File: src/rtl/multdiv_unit.sv
// Multi-cycle signed multiply/divide unit for the execute stage.
// Multiply is radix-2 Booth over WIDTH iterations; divide is restoring
// division on magnitudes with a sign fix-up when the result is written.
module multdiv_unit #(
    parameter int WIDTH = 32
) (
    input  logic             clock,
    input  logic             reset,
    input  logic [WIDTH-1:0] data_operandA,
    input  logic [WIDTH-1:0] data_operandB,
    input  logic             ctrl_MULT,
    input  logic             ctrl_DIV,
    output logic [WIDTH-1:0] data_result,
    output logic             data_exception,
    output logic             data_resultRDY,
    output logic             busy
);

    localparam int CNT_W = $clog2(WIDTH + 1);

    typedef enum logic [1:0] {S_IDLE, S_MUL, S_DIV, S_DONE} state_t;

    state_t             state, state_next;
    logic [CNT_W-1:0]   count;
    logic [WIDTH-1:0]   m_reg;      // multiplicand, or divisor magnitude
    logic [WIDTH-1:0]   q_reg;      // multiplier / product low half, or dividend / quotient
    logic [WIDTH:0]     acc;        // product high half (one guard bit), or partial remainder
    logic               q_m1;       // Booth look-behind bit
    logic               neg_q;
    logic               div_zero;
    logic               div_ovf;

    logic               iter_done;
    logic [WIDTH:0]     booth_sum;
    logic [WIDTH:0]     rem_sh;
    logic [WIDTH:0]     rem_sub;
    logic               rem_ge;
    logic [2*WIDTH-1:0] prod;
    logic               mul_ovf;
    logic [WIDTH-1:0]   quot;
    logic [WIDTH-1:0]   abs_a;
    logic [WIDTH-1:0]   abs_b;

    assign iter_done      = (count == CNT_W'(WIDTH));
    assign busy           = (state != S_IDLE);
    assign data_resultRDY = (state == S_DONE);

    // State register
    always_ff @(posedge clock or posedge reset) begin
        if (reset) state <= S_IDLE;
        else       state <= state_next;
    end

    // Next state: any start pulse restarts the unit, multiply taking priority
    always_comb begin
        state_next = state;
        if (ctrl_MULT) begin
            state_next = S_MUL;
        end else if (ctrl_DIV) begin
            state_next = S_DIV;
        end else begin
            case (state)
                S_MUL, S_DIV: if (iter_done) state_next = S_DONE;
                S_DONE:       state_next = S_IDLE;
                default:      state_next = S_IDLE;
            endcase
        end
    end

    // One Booth step, one restoring-division step, and the final result forms
    always_comb begin
        booth_sum = acc;
        case ({q_reg[0], q_m1})
            2'b01:   booth_sum = acc + {m_reg[WIDTH-1], m_reg};
            2'b10:   booth_sum = acc - {m_reg[WIDTH-1], m_reg};
            default: booth_sum = acc;
        endcase
        rem_sh  = {acc[WIDTH-1:0], q_reg[WIDTH-1]};
        rem_ge  = (rem_sh >= {1'b0, m_reg});
        rem_sub = rem_sh - {1'b0, m_reg};
        prod    = {acc[WIDTH-1:0], q_reg};
        mul_ovf = (|prod[2*WIDTH-1:WIDTH-1]) && !(&prod[2*WIDTH-1:WIDTH-1]);
        quot    = neg_q ? -q_reg : q_reg;
        abs_a   = data_operandA[WIDTH-1] ? -data_operandA : data_operandA;
        abs_b   = data_operandB[WIDTH-1] ? -data_operandB : data_operandB;
    end

    // Datapath: load operands on a start pulse, then iterate until the count reaches WIDTH
    always_ff @(posedge clock or posedge reset) begin
        if (reset) begin
            count    <= '0;
            m_reg    <= '0;
            q_reg    <= '0;
            acc      <= '0;
            q_m1     <= 1'b0;
            neg_q    <= 1'b0;
            div_zero <= 1'b0;
            div_ovf  <= 1'b0;
        end else if (ctrl_MULT) begin
            count    <= '0;
            m_reg    <= data_operandA;
            q_reg    <= data_operandB;
            acc      <= '0;
            q_m1     <= 1'b0;
            neg_q    <= 1'b0;
            div_zero <= 1'b0;
            div_ovf  <= 1'b0;
        end else if (ctrl_DIV) begin
            count    <= '0;
            m_reg    <= abs_b;
            q_reg    <= abs_a;
            acc      <= '0;
            q_m1     <= 1'b0;
            neg_q    <= data_operandA[WIDTH-1] ^ data_operandB[WIDTH-1];
            div_zero <= (data_operandB == '0);
            div_ovf  <= (data_operandA == {1'b1, {(WIDTH-1){1'b0}}}) && (data_operandB == '1);
        end else if (state == S_MUL && !iter_done) begin
            count <= count + 1'b1;
            acc   <= {booth_sum[WIDTH], booth_sum[WIDTH:1]};
            q_reg <= {booth_sum[0], q_reg[WIDTH-1:1]};
            q_m1  <= q_reg[0];
        end else if (state == S_DIV && !iter_done) begin
            count <= count + 1'b1;
            acc   <= rem_ge ? rem_sub : rem_sh;
            q_reg <= {q_reg[WIDTH-2:0], rem_ge};
        end
    end

    // Result registers: written only on the edge that enters DONE, held otherwise
    always_ff @(posedge clock or posedge reset) begin
        if (reset) begin
            data_result    <= '0;
            data_exception <= 1'b0;
        end else if (state_next == S_DONE) begin
            if (state == S_MUL) begin
                data_result    <= prod[WIDTH-1:0];
                data_exception <= mul_ovf;
            end else begin
                data_result    <= div_zero ? '0 : quot;
                data_exception <= div_zero | div_ovf;
            end
        end
    end

endmodule

File: config.mk
export PLATFORM = sky130hd
export DESIGN_NAME = multdiv_unit
export DESIGN_NICKNAME = d
export VERILOG_FILES = /design/src/rtl/multdiv_unit.sv
export SDC_FILE = /design/constraint.sdc
export NUM_CORES = 1
export LEC_CHECK = 0
export ABC_AREA = 1
export CORE_MARGIN = 2
export CORE_UTILIZATION = 30
export DETAILED_ROUTE_END_ITERATION = 10
export PLACE_DENSITY = 0.54
export SLEW_MARGIN = 20
export SYNTH_ARGS = -nofsm -noshare
export SYNTH_HDL_FRONTEND = slang
export SYNTH_SLANG_ARGS = --single-unit
File: constraint.sdc
create_clock -name clock -period 10.3 [get_ports clock]
set_input_delay 2.06 -clock clock [delete_from_list [all_inputs] [get_ports clock]]
set_output_delay 2.06 -clock clock [all_outputs]
set_load 0.05 [all_outputs]
==> results by group, run 1 <==
Outcome
  • Run status: completed

Critical path
  • Critical Path Start Type: input port
  • Critical path class: in -> reg
  • CP endpoint kind: flop
  • Worst path slowest cell: nor2_4
  • Critical-path cell list: clkdlybuf4s50_1 > buf_4 > nor2_4 > inv_2 > nor2_2 > buf_4 > inv_2 > a21oi_1 > nand2_1 > o22ai_1
  • Slowest stage delay, CP: 0.56 ns
  • Crit path arrival time: 4.66 ns
  • Crit-path max FO: 28
  • Worst EP required: about 11 ns

STA
  • Slew margin rel.: 0.3225
  • Fin. Hold Viols: 0
  • Setup violations, final: 0
  • Worst-Margin Slew: 1.015 ns
  • RSZ-0062 raised after global routing: no
  • Post-route minimum period: 4.277 ns
  • Worst hold slack: 0.4875 ns
  • Fin. max-slew vios: 0
  • Skew final: about 0.014 ns
  • Fmax: 0.2338 GHz
  • Tcrit/Tclk final: 0.4152
  • Final setup TNS: 0 ns

Place
  • Dpl hpwl: just under 50000 µm
  • IO Port Bufs: about 100
  • Placer Congestion: ~0.94
  • Placed insts: about 3300

Die
  • Boundary pin count: around 100
  • Die area: approximately 0.054 mm²
  • Die width: around 230 µm
  • Row cnt: 83
  • Initial Util: 0.3036
  • Core ar.: slightly above 0.05 mm²
  • Vert. Die Dim: approximately 230 µm

Clock network
  • H-tree depth: 4
  • Post-CTS Hold Buffers: 0
  • Worst-Skew Late Latency: between 0.4 and 0.5 ns
  • Clock Tree Root: clkbuf_16
  • Maximum clock path buffer count: 2
  • Post-CTS setup buffers: 0
  • TritonCTS Buffers: 17
  • CTS tree: done
  • Clk slew on worst S/H paths: 0.07 ns
  • Clock sink count: 142
  • Cts repair resizes: 0

Route
  • Initial drt markers: between 1000 and 1500
  • WL/cell: 18.11 µm
  • Via-to-Cell Ratio: ~5.2
  • Drt pass-1 iters: 5
  • Routed wire length: 60770 µm
  • Routed vias: 17380
  • Remaining DRCs: 0
  • Antenna Violating Nets Remaining: 0

Synthesis
  • Syn nets: 2756
  • Unique cell type count in the Yosys netlist: 50
  • Yosys top cell by area: dfrtp_1
  • Largest family of logic cells by synthesized area: simple AND/OR/NAND/NOR gates
  • Complex-gate fraction of the synthesized area: 0.1744
  • Register area share after synthesis: 0.2277
  • Syn avg cell area: about 6 µm²
  • Post-synth EDFFs: 0
  • Leading post-synthesis cells by cell area: dfrtp_1 (23%), nand2_1 (18%), inv_1 (8.8%)
  • Yosys top cell area share: 0.2277
  • Post-synthesis xor/xnor area fraction: 0.04321
  • Mapped Cells: 2610
  • Top post-synthesis cells by count: nand2_1 (731), inv_1 (367), nor2_1 (245)
  • Synth Cell Area: ~0.016 mm²
  • Ys async rst share: 1.000
  • Adder-cell area share of the yosys netlist: 0.06349
  • FF+latch count, synth: around 140
  • Post-synthesis mux area share: 0
  • Most used DFF post-synth: dfrtp_1
  • Synthesis Warnings: 0
  • Count leader, synth: nand2_1
  • Simple-Gate Fraction of Synth Area: 0.3769

Pwr
  • Switching power: 0.001298 W
  • Clock power share: 0.246
  • Peak VDD IR: 0.1274 mV
  • Tot Pwr: ~0.0028 W
  • Power share of the combinational group: 0.483
  • Pint: around 0.0015 W
  • Seq pwr share: 0.271
  • Leakage: between 8 and 9 nW
  • Power Dens Cells: ~160 mW/mm²
  • Switching part of the total: 0.4682

Finish
  • Nets: around 2800
  • Max reg flops: 33
  • Fin cells: 3356
  • Synth-to-Final Area Change: 14.33%
  • Ratio of cells with drive above 1 in the final layout: 0.03961
  • ANT cells: 0
  • Largest reg by FF count: acc

Worst hold path
  • Hold Crit Class: reg -> reg

GRT
  • Vias in the first global route: approximately 17000
  • Largest net degree at the start of global routing: 93
  • Initial antenna violation count: 1
  • GRT Util Overall: 0.2304
  • First-pass GRT wire length: 96930 µm
  • Total gr overflow: 0

Job
  • Number of max-cap violations: 0
-- layout by cell type (no fill, tap or decap), types with 7 or more instances in the layout --
cell	synthesis	routed
ha_1	76	76
a31oi_1	9	9
a21oi_1	196	196
inv_1	367	366
o22ai_1	8	8
nand2_1	731	730
nand4_1	47	47
o221ai_1	13	13
xnor2_1	12	12
nor3_2	7	7
nor2_1	245	244
dfrtp_1	142	142
nand2_2	7	7
clkbuf_16	0	17
or2_2	8	8
nand3b_1	17	17
xor2_1	65	65
o21bai_1	11	11
nor4_1	13	13
buf_4	0	14
a22oi_1	19	19
inv_2	8	8
nor2_2	12	13
o211ai_1	24	24
o31ai_1	7	7
nor3_1	35	35
o21ai_0	165	165
o21ai_1	24	24
clkdlybuf4s50_1	0	101
nand3_1	225	225
-- cell type report --
| type | count | area, µm² |
|---|---|---|
| Sequential cell | 142 | 3553 |
| Multi-Input combinational cell | 2008 | 10280 |
| Clock buffer | 23 | 478.0 |
| Tap cell | 680 | 850.8 |
| Inverter | 378 | 1426 |
| Clock inverter | 9 | 133.9 |
| Fill cell | 5691 | 33560 |
| Timing Repair Buffer | 116 | 1121 |
-- through the flow --
| step | instance area, µm² | setup WS [ns] | utilization |
|---|---|---|---|
| floorplan | 15610 | 4.430 | - |
| global placement | 17230 | 5.614 | 0.3352 |
| detailed placement | 17230 | 5.553 | 0.3352 |
| CTS | 17840 | 6.032 | 0.3471 |
| global route | 17840 | 5.691 | 0.3471 |
| finish | 17840 | 6.023 | 0.3471 |
-- final timing paths --
path | to | slack (ns) | start | cells past startpoint
min in group asynchronous | acc[4] | 2.17 | reset | 2
hold reg to reg | data_result[19] | 0.49 | data_result[19] | 2
setup reg to reg | acc[27] | 6.06 | q_reg[0] | 17
max in group asynchronous | data_result[26] | 6.87 | reset | 3
hold / removal | data_result[19] | 0.49 | data_result[19] | 2
setup / recovery | acc[13] | 6.02 | ctrl_DIV | 10
-- power by group through the flow --
stage | Combinational, W | Sequential, W | Clock, W
2_1_floorplan | 0.000732 | 0.000908 | 0
3_3_place_gp | 0.00132 | 0.000759 | 0
3_5_place_dp | 0.00133 | 0.000758 | 0
4_1_cts | 0.00133 | 0.000750 | 0.000691
5_1_grt | 0.00148 | 0.000765 | 0.000715
6_report | 0.00134 | 0.000750 | 0.000683
-- cell families after synthesis --
family / after synthesis
xor gates and xnor gates: 77
buffers and inverters: 460
AOI/OAI and AO/OA: 490
adders and majority gates: 78
and+or+nand+nor: 1363
DFF: 142
-- worst max-delay path: cells and delay by family --
kind	cells	cell delay [ns]
AND/OR/NAND/NOR	3	0.79
AO/OA/AOI/OAI	2	0.25
buffers and inverters	5	1.51
-- metal layers --
metal	vias up	GRT usage	wire (µm)
met4	2	0.08133	1816
met5	-	0	13
met1	8094	0.3054	28080
li1	8644	-	-
met2	552	0.3803	27590
met3	92	0.03340	3269
Note: power is estimated with default switching activity, not from simulation.
==> run 2, diff against run 1 <==
PLACE_DENSITY = 0.56   (was 0.54)
clock period = 3.7 ns   (was 10.3 ns; I/O delays follow)
==> results by group, run 2 (synthesized netlist as in run 1, its figures left out) <==
STA
  • Fmax: approximately 0.29 GHz
  • Fin. Hold Viols: 0 (unchanged)
  • Final setup TNS: 0 ns (unchanged)
  • Post-route minimum period: 3.438 ns
  • Tcrit/Tclk final: 0.9291
  • Worst setup margin: 0.2624 ns (-5.761 ns)
  • Setup violations, final: 0 (unchanged)
  • Worst-Margin Slew: 0.7625 ns (-0.2525 ns)
  • RSZ-0062 raised after global routing: yes
  • Skew final: 0.01458 ns (+0.0002336 ns)
  • Slew margin rel.: 0.4916 (+0.1691)
  • Fin. max-slew vios: 0 (unchanged)

Critical path
  • CP Launch Point: m_reg[18]
  • Setup slack, reg-to-reg: 0.26 ns (-5.80 ns)
  • CP endpoint kind: flop
  • Most used cell, CP: nand2_1
  • Worst path slowest cell: ha_1
  • Cells on worst reg2reg path: 18 (+1)
  • Crit path arrival time: 3.84 ns (-0.82 ns)
  • Critical-path cell list: nor2_1 > nand3_1 > nor2_1 > nand3_1 > nor3_1 > nor2_1 > xor2_1 > ha_1 > nand2_1 > nor2_2 > nand2_1 > nor4_1 > nand2_1 > nand3_1 > nand3_1 > a21oi_1 > nand2_1 > nand2_1
  • CP Capture Point: acc[27]
  • Critical Path Start Type: flop
  • Crit-path max FO: 5 (-82%)
  • Worst EP required: 4.10 ns (-6.58 ns)
  • Slowest stage delay, CP: 0.39 ns (-0.17 ns)
  • R2r endpoint: acc[27]
  • Critical path class: reg -> reg
  • Worst r2r src: m_reg[18]

Finish
  • Synth-to-Final Area Change: 16.18%
  • Ratio of cells with drive above 1 in the final layout: 0.05756 (+0.01795)
  • Nets: 2843 (+1.2%)
  • Commonest non-fill, non-tap cell in the layout: nand2_1
  • Largest reg by FF count: acc
  • Fill cells: 5793 (+1.8%)
  • Fin cells: 3390 (+1.0%)
  • Max reg flops: 33 (unchanged)
  • ANT cells: 0 (unchanged)
  • Most frequent cells in the layout: nand2_1 (729), inv_1 (364), nor2_1 (241)

Place
  • IO Port Bufs: 102 (unchanged)
  • Worst slack, placed: 0.05969 ns (-5.493 ns)
  • Placed insts: 3358 (+1.0%)
  • Dpl hpwl: 51660 µm (+6.9%)
  • Placer Congestion: 0.9554 (+1.2%)

GRT
  • Met3 Usage GRT: 0.02800 (-0.005403)
  • Vias in the first global route: 17160 (-1.3%)
  • Met2 usage: 0.3987 (+0.01838)
  • Total gr overflow: 0 (unchanged)
  • Busiest grt layer: met2
  • Global-route met1 utilization: 0.3199 (+0.01444)
  • GRT Util Overall: 0.2424 (+0.01199)
  • First-pass GRT wire length: 100100 µm (+3.3%)
  • Largest net degree at the start of global routing: 107 (+15%)
  • Initial antenna violation count: 1 (unchanged)

Clock network
  • TritonCTS Buffers: 17 (unchanged)
  • Clk slew on worst S/H paths: 0.07 ns (about the same)
  • Maximum clock path buffer count: 2 (unchanged)
  • H-tree depth: 4 (unchanged)
  • Worst-Skew Late Latency: 0.46 ns (about the same)
  • Post-CTS setup buffers: 0 (unchanged)
  • CTS tree: done
  • Clock sink count: 142 (unchanged)
  • Clock Tree Root: clkbuf_16

Route
  • Remaining DRCs: 0 (unchanged)
  • Antenna Violating Nets Remaining: 0 (unchanged)
  • Drt pass-1 iters: 6 (+1)
  • Initial drt markers: 1355 (+6.5%)
  • WL/cell: 19.04 µm (+5.1%)
  • Routed vias: 17620 (+1.4%)
  • Routed wire length: 64540 µm (+6.2%)
  • Via-to-Cell Ratio: 5.199 (+0.36%)

Die
  • Core ar.: 0.05141 mm² (unchanged)
  • Vert. Die Dim: 232.1 µm (unchanged)
  • Initial Util: 0.3036 (unchanged)
  • Boundary pin count: 103 (unchanged)
  • Die width: 232.1 µm (unchanged)
  • Row cnt: 83 (unchanged)
  • Die area: 0.05387 mm² (unchanged)

Worst hold path
  • Hold Crit Class: reg -> reg

Pwr
  • Peak VDD IR: 0.3349 mV (+160%)
  • Tot Pwr: 0.007635 W (+180%)
  • Power Dens Cells: 421.1 mW/mm² (+170%)
  • Leakage: 8.968 nW (+1.9%)

Job
  • Number of max-cap violations: 0 (unchanged)

Outcome
  • Run status: completed
run 2: cell types whose count changed in the layout (fill, tap and decap cells not counted), sizes merged:
cell,before,now
clkbuf,23,18
buf,15,49
clkinvlp,1,4
inv,376,382
clkinv,7,6
bufinv,3,0
run 2: worst max-delay path, delay by kind of cell (launching register included):
kind | cells | cell delay (ns)
DFF | 1 | 0.38
adders and majority gates | 1 | 0.39
and+or+nand+nor | 15 | 2.28
AOI/OAI and AO/OA | 1 | 0.14
xor gates and xnor gates | 1 | 0.17
run 2: cell type report:
cell class,count,area (µm²),share of cell area
Sequential cell,142,3553,0.1960
Timing Repair Buffer,150,1389,0.07659
Clock inverter,14,125.1,0.006900
Inverter,378,1429,0.07880
Clock buffer,18,439.2,0.02422
Multi-Input combinational cell,2008,10350,0.5706
Tap cell,680,850.8,0.04692
run 2: how the worst min path moves through the flow:
stage	from	end	slack, ns	depth (start not counted)
after floorplan	div_ovf	div_ovf	0.45	2
after detailed placement	data_result[21]	data_result[21]	0.46	2
final	data_result[19]	data_result[19]	0.48	2
after global routing	data_result[21]	data_result[21]	0.51	2
after global placement	data_result[29]	data_result[29]	0.47	2
after CTS	data_result[19]	data_result[19]	0.49	2
run 2: per-stage QoR:
stage               cell area, µm²    util  hold WS, ns
detailed placement           17500  0.3404       0.4642
CTS                          18060  0.3514       0.4902
finish                       18130  0.3527       0.4847
global route                 18130  0.3527       0.5084
floorplan                    15610       -       0.4498
global placement             17500  0.3404       0.4683
run 2: power by group:
group	internal, W	switching (W)
sequential	0.00181	0.000266
combinational	0.00122	0.00259
clock	0.000903	0.000842
run 2: what timing repair did:
item	in CTS	in global routing
setup endpoints to repair	0	16
hold buffers	0	0
gates resized for setup	0	17
run 2: routing by layer:
| layer | share of wire | vias up | wire length, µm |
|---|---|---|---|
| met5 | 0.00020 | - | 13 |
| met4 | 0.040 | 2 | 2571 |
| met2 | 0.46 | 566 | 29420 |
| met1 | 0.45 | 8233 | 29210 |
| li1 | - | 8715 | - |
| met3 | 0.052 | 107 | 3324 |
